**src/rtl/alu_issue_arbiter.sv**
```systemverilog
// alu_issue_arbiter
//   Two-requester scheduler in front of the ALU operand-gating stage. The
//   execute stage (requester 0) and the address-calc unit (requester 1)
//   compete for a single ALU slot. The winner's operands are latched, the
//   gating enable is held for LAT settle cycles, the ALU result is captured
//   and returned through a valid/ready response port. Only one operation is
//   in flight at any time.
//
// Ports
//   i_clk, i_rst            clock (rising edge), async active-high reset
//   i_reqN_valid/o_reqN_ready  request handshake for requester N (0/1)
//   i_reqN_a/_b/_fn         requester N operands and function code
//   o_alu_en                operand-gating enable (high LAT cycles per op)
//   o_alu_a/_b/_fn          latched operands / function to the ALU
//   i_alu_result            ALU output, sampled on the last enabled cycle
//   o_rsp_valid/i_rsp_ready response handshake
//   o_rsp_id, o_rsp_data    owning requester and captured result
//
// state    | meaning
// ---------+-----------------------------------------------------------
// ST_IDLE  | waiting for a request; ready asserted toward the winner
// ST_ISSUE | operands driven, alu_en high, counting LAT settle cycles
// ST_RESP  | result held on rsp_data until the consumer takes it

module alu_issue_arbiter #(
  parameter int WIDTH = 64,
  parameter int LAT   = 2
) (
  input  logic             i_clk,
  input  logic             i_rst,

  input  logic             i_req0_valid,
  output logic             o_req0_ready,
  input  logic [WIDTH-1:0] i_req0_a,
  input  logic [WIDTH-1:0] i_req0_b,
  input  logic [1:0]       i_req0_fn,

  input  logic             i_req1_valid,
  output logic             o_req1_ready,
  input  logic [WIDTH-1:0] i_req1_a,
  input  logic [WIDTH-1:0] i_req1_b,
  input  logic [1:0]       i_req1_fn,

  output logic             o_alu_en,
  output logic [WIDTH-1:0] o_alu_a,
  output logic [WIDTH-1:0] o_alu_b,
  output logic [1:0]       o_alu_fn,
  input  logic [WIDTH-1:0] i_alu_result,

  output logic             o_rsp_valid,
  input  logic             i_rsp_ready,
  output logic             o_rsp_id,
  output logic [WIDTH-1:0] o_rsp_data
);

  typedef enum logic [1:0] {
    ST_IDLE  = 2'd0,
    ST_ISSUE = 2'd1,
    ST_RESP  = 2'd2
  } state_t;

  // Counter value on the final enabled cycle; LAT is limited to 1..15.
  localparam logic [3:0] LP_CNT_LAST = 4'(LAT - 1);

  state_t           r_state;
  state_t           w_next_state;

  logic             r_prio;
  logic [3:0]       r_cnt;
  logic             r_id;
  logic [WIDTH-1:0] r_alu_a;
  logic [WIDTH-1:0] r_alu_b;
  logic [1:0]       r_alu_fn;
  logic             r_rsp_valid;
  logic             r_rsp_id;
  logic [WIDTH-1:0] r_rsp_data;

  logic             w_grant0;
  logic             w_grant1;
  logic             w_accept;
  logic             w_cnt_last;
  logic             w_rsp_fire;
  logic [WIDTH-1:0] w_sel_a;
  logic [WIDTH-1:0] w_sel_b;
  logic [1:0]       w_sel_fn;

  // A lone requester always wins; on contention the prio holder wins.
  // prio flips to the other requester after each completed response,
  // which makes grants alternate under sustained contention.
  assign w_grant0 = i_req0_valid && (!i_req1_valid || (r_prio == 1'b0));
  assign w_grant1 = i_req1_valid && (!i_req0_valid || (r_prio == 1'b1));

  assign w_accept   = (r_state == ST_IDLE) && (w_grant0 || w_grant1);
  assign w_cnt_last = (r_state == ST_ISSUE) && (r_cnt == LP_CNT_LAST);
  assign w_rsp_fire = (r_state == ST_RESP) && i_rsp_ready;

  assign w_sel_a  = w_grant1 ? i_req1_a  : i_req0_a;
  assign w_sel_b  = w_grant1 ? i_req1_b  : i_req0_b;
  assign w_sel_fn = w_grant1 ? i_req1_fn : i_req0_fn;

  // ---------------------------------------------------------------------
  // FSM: state register
  // ---------------------------------------------------------------------
  always_ff @(posedge i_clk or posedge i_rst) begin
    if (i_rst) begin
      r_state <= ST_IDLE;
    end else begin
      r_state <= w_next_state;
    end
  end

  // ---------------------------------------------------------------------
  // FSM: next-state logic
  // ---------------------------------------------------------------------
  always_comb begin
    w_next_state = r_state;
    unique case (r_state)
      ST_IDLE:  if (w_accept)    w_next_state = ST_ISSUE;
      ST_ISSUE: if (w_cnt_last)  w_next_state = ST_RESP;
      ST_RESP:  if (i_rsp_ready) w_next_state = ST_IDLE;
      default:                   w_next_state = ST_IDLE;
    endcase
  end

  // ---------------------------------------------------------------------
  // FSM: outputs
  // ---------------------------------------------------------------------
  // Ready is combinational from the grant; it is also forced low while
  // reset is asserted so every output reads zero during reset, even if a
  // requester keeps valid high.
  always_comb begin
    o_req0_ready = 1'b0;
    o_req1_ready = 1'b0;
    o_alu_en     = 1'b0;
    if (!i_rst) begin
      o_req0_ready = (r_state == ST_IDLE) && w_grant0;
      o_req1_ready = (r_state == ST_IDLE) && w_grant1;
      o_alu_en     = (r_state == ST_ISSUE);
    end
  end

  assign o_alu_a     = r_alu_a;
  assign o_alu_b     = r_alu_b;
  assign o_alu_fn    = r_alu_fn;
  assign o_rsp_valid = r_rsp_valid;
  assign o_rsp_id    = r_rsp_id;
  assign o_rsp_data  = r_rsp_data;

  // ---------------------------------------------------------------------
  // Issue datapath: settle counter, operand latches, winner index
  // ---------------------------------------------------------------------
  // Operands are registered at accept and zeroed when ISSUE ends, so the
  // gating stage sees zeros outside ISSUE without extra output muxing.
  // The function code is left as-is since it does not toggle datapath.
  always_ff @(posedge i_clk or posedge i_rst) begin
    if (i_rst) begin
      r_cnt    <= '0;
      r_id     <= 1'b0;
      r_alu_a  <= '0;
      r_alu_b  <= '0;
      r_alu_fn <= '0;
    end else begin
      if (w_accept) begin
        r_cnt    <= '0;
        r_id     <= w_grant1;
        r_alu_a  <= w_sel_a;
        r_alu_b  <= w_sel_b;
        r_alu_fn <= w_sel_fn;
      end else if (r_state == ST_ISSUE) begin
        if (w_cnt_last) begin
          r_cnt   <= '0;
          r_alu_a <= '0;
          r_alu_b <= '0;
        end else begin
          r_cnt <= r_cnt + 4'd1;
        end
      end
    end
  end

  // ---------------------------------------------------------------------
  // Response datapath and fairness pointer
  // ---------------------------------------------------------------------
  // rsp_data/rsp_id keep their last value after the handshake; only
  // rsp_valid drops.
  always_ff @(posedge i_clk or posedge i_rst) begin
    if (i_rst) begin
      r_rsp_valid <= 1'b0;
      r_rsp_id    <= 1'b0;
      r_rsp_data  <= '0;
      r_prio      <= 1'b0;
    end else begin
      if (w_cnt_last) begin
        r_rsp_valid <= 1'b1;
        r_rsp_id    <= r_id;
        r_rsp_data  <= i_alu_result;
      end else if (w_rsp_fire) begin
        r_rsp_valid <= 1'b0;
        r_prio      <= ~r_rsp_id;
      end
    end
  end

endmodule
```
**config.mk**
```make
export PLATFORM = sky130hd
export DESIGN_NAME = alu_issue_arbiter
export DESIGN_NICKNAME = d
export VERILOG_FILES = /design/src/rtl/alu_issue_arbiter.sv
export SDC_FILE = /design/constraint.sdc
export NUM_CORES = 1
export LEC_CHECK = 0
export BUFFER_PORTS_ARGS = -buffer_cell sky130_fd_sc_hd__buf_4
export CORE_AREA = 2 2 204 206
export DETAILED_ROUTE_END_ITERATION = 6
export DIE_AREA = 0 0 206 208
export GPL_TIMING_DRIVEN = 1
export MAX_ROUTING_LAYER = met4
export SLEW_MARGIN = 5
export SYNTH_ARGS = -nofsm -noshare
export SYNTH_HDL_FRONTEND = slang
export SYNTH_SLANG_ARGS = --single-unit
```
**constraint.sdc**
```tcl
create_clock -name i_clk -period 10.7 [get_ports i_clk]
set_input_delay 2.14 -clock i_clk [delete_from_list [all_inputs] [get_ports i_clk]]
set_output_delay 2.14 -clock i_clk [all_outputs]
set_load 0.1 [all_outputs]
```
==> impl_metrics.env <==
export IMPL_worst_slew_pin_slew_ps=989
export IMPL_path_delay_family="buffers and inverters"
export IMPL_cts_sinks=204
export IMPL_post_drt_wl_per_cell_um=15.7
export IMPL_worst_setup_path_type="input port to output port"
export IMPL_cts_setup_buffers=0
export IMPL_setup_tns_ps=0
export IMPL_max_clock_path_buffers=3
export IMPL_arrival_ps=3190
export IMPL_post_route_min_period_ps=5330
export IMPL_area_growth_pct=55.0
export IMPL_syn_cell_area_mm2=0.00919
export IMPL_postRouteAntennaNets=0
export IMPL_cp_cell_sequence="buf_4 -> inv_8 -> and4_1 -> buf_4"
export IMPL_cts_tree="built"
export IMPL_clk_latency_ps=530
export IMPL_routed_wl_um=30500
export IMPL_synth_fp_nets=1236
export IMPL_worstSetupStartpointType="input port"
export IMPL_drt_iter0_markers=347
export IMPL_route_met2_wl_um=15100
export IMPL_slew_violations=0
export IMPL_cp_common_cell="buf_4"
export IMPL_synth_async_reset_ratio_pct=100
export IMPL_rsz0062_at_grt="no"
export IMPL_start_util_pct=22.7
export IMPL_highest_layer="met4"
export IMPL_path_buf_inv=3
export IMPL_cp_required_ps=8560
export IMPL_cts_root_buf="clkbuf_16"
export IMPL_synth_seq_cells=204
export IMPL_drcViolationCount=0
export IMPL_rows=74
export IMPL_finalSetupViolations=0
export IMPL_mostFrequentLayoutCells="buf_4 (538), nand2_1 (207), dfrtp_1 (204), mux2i_1 (130), nand3_1 (121)"
export IMPL_netlist_instances=905
export IMPL_synth_edf_count=0
export IMPL_antenna_found_initial=0
export IMPL_ys_warnings_count=0
export IMPL_nets=1727
export IMPL_die_area_mm2=0.0428
export IMPL_end_kind="output port"
export IMPL_final_common_cell="buf_4"
export IMPL_min_path_type="register to register"
export IMPL_finalHoldViolations=0
export IMPL_coreArea_mm2=0.0406
export IMPL_drt_pass1_iter_count=4
export IMPL_numCtsBuffers=24
export IMPL_finalCritPeriodShare_pct=49.8
export IMPL_r2r_slack_ps=8020
export IMPL_max_stage_delay_ps=350
export IMPL_fp_dieH_um=208
export IMPL_drt_vias_per_instance=4.26
export IMPL_fin_area_mm2=0.0142
export IMPL_dp_hpwl_um=22600
export IMPL_place_congestion=0.781
export IMPL_grt_pass1_vias=8357
export IMPL_maxCapViolations=0
export IMPL_synthFlopType="dfrtp_1"
export IMPL_dpl_instance_area_mm2=0.0135
export IMPL_avgSynthCellArea_um2=10.2
export IMPL_grt_pass1_wl_um=45900
export IMPL_grt_max_degree=103
export IMPL_wl_met3_um=2280
export IMPL_ys_types=28
export IMPL_vias=8282
export IMPL_drive_above_1_share_pct=41.6
export IMPL_grt_overflow_total=0
export IMPL_portBuffers=527
export IMPL_critPathSlowestCell="inv_8"
export IMPL_clkTransAtPathRegs_ps=60
export IMPL_grtUsageTotal_pct=13.9
export IMPL_antenna_cells=0
export IMPL_wl_met1_um=12500
export IMPL_postCtsResizedCells=0
export IMPL_fmax_mhz=188
export IMPL_slew_headroom_pct=34.1
export IMPL_final_fill_count=4127
export IMPL_die_x_um=206
export IMPL_pin_count=528
export IMPL_ctsHoldBuffers=0
export IMPL_crit_fanout=70
export IMPL_ys_seq_area_share_pct=55.6
export IMPL_skew_ps=21.3
export IMPL_htree_levels=1
export IMPL_status="finished, final reports clean"
[area by class of cell]
cell class              count  area [µm²]  area share (%)
inverters                   3        18.8           0.132
clock buffers              36         686            4.82
well taps                 532         666            4.68
multi-input cells         625        3640            25.6
flip-flops and latches    204        5100            35.9
clock inverters             4        81.3           0.571
repair buffers            538        4040            28.4
[cell usage after synthesis (2+ instances only)]
library cell  number  area [µm²]
ha_1               2        25.0
nand2b_1           2        12.5
buf_2             34         170
nor2_1             4        15.0
o21ai_1           83         415
buf_4              2        15.0
clkbuf_1          16        60.1
nand2_1          207         777
inv_1              3        11.3
dfrtp_1          204        5100
buf_6             18         203
nand3_2           10         100
mux2i_1          130        1300
nor2b_1            2        12.5
nand3_1          121         606
buf_1              3        11.3
o21ai_0           53         265
[sequential cells by signal (all words and copies together), names as in the netlist]
name / count
r_state: 2
o_rsp_id: 1
r_cnt: 4
o_alu_fn: 2
r_prio: 1
o_alu_b: 64
o_alu_a: 64
o_rsp_valid: 1
o_rsp_data: 64
r_id: 1
[cells by family after synthesis]
logic type | count (synthesis) | synth area share [%]
flip-flops | 204 | 55.6
AND/OR/NAND/NOR | 355 | 17.3
multiplexers | 130 | 14.2
AO/OA/AOI/OAI | 138 | 7.59
adder cells (fa/ha/maj) | 2 | 0.272
buffers and inverters | 76 | 5.12
[worst paths after layout]
check	startpoint	end	depth (start not counted)
worst max-delay path	i_rst	o_req0_ready	4
worst min-delay path	r_id	o_rsp_id	2
worst max register to register	r_prio	o_alu_a[26]	5
worst min register to register	r_id	o_rsp_id	2
max in group asynchronous	i_rst	o_alu_b[45]	3
min in group asynchronous	i_rst	o_rsp_data[6]	2
[routing by layer]
| layer | up-vias | track usage, % |
|---|---|---|
| met2 | 317 | 23.6 |
| met5 | - | - |
| met1 | 3860 | 16.6 |
| met4 | 0 | 3.99 |
| li1 | 4071 | - |
| met3 | 34 | 2.76 |
[worst min-delay path: stages, from the launching register on]
cell and delay (ps):
dfrtp_1 340, nand2_1 50, nand2_1 50
[per-stage QoR]
step	worst slack (ps)	utilization, %	cells	hold slack (ps)
floorplan	835	-	905	439
global placement	5330	33.2	1902	448
detailed placement	5320	33.2	1902	464
CTS	5320	35.1	1942	473
global route	5250	35.1	1942	493
finish	5370	35.1	1942	471
Power is not shown: default switching activity piles up to over one toggle a cycle in this logic, so the estimate is an artifact.
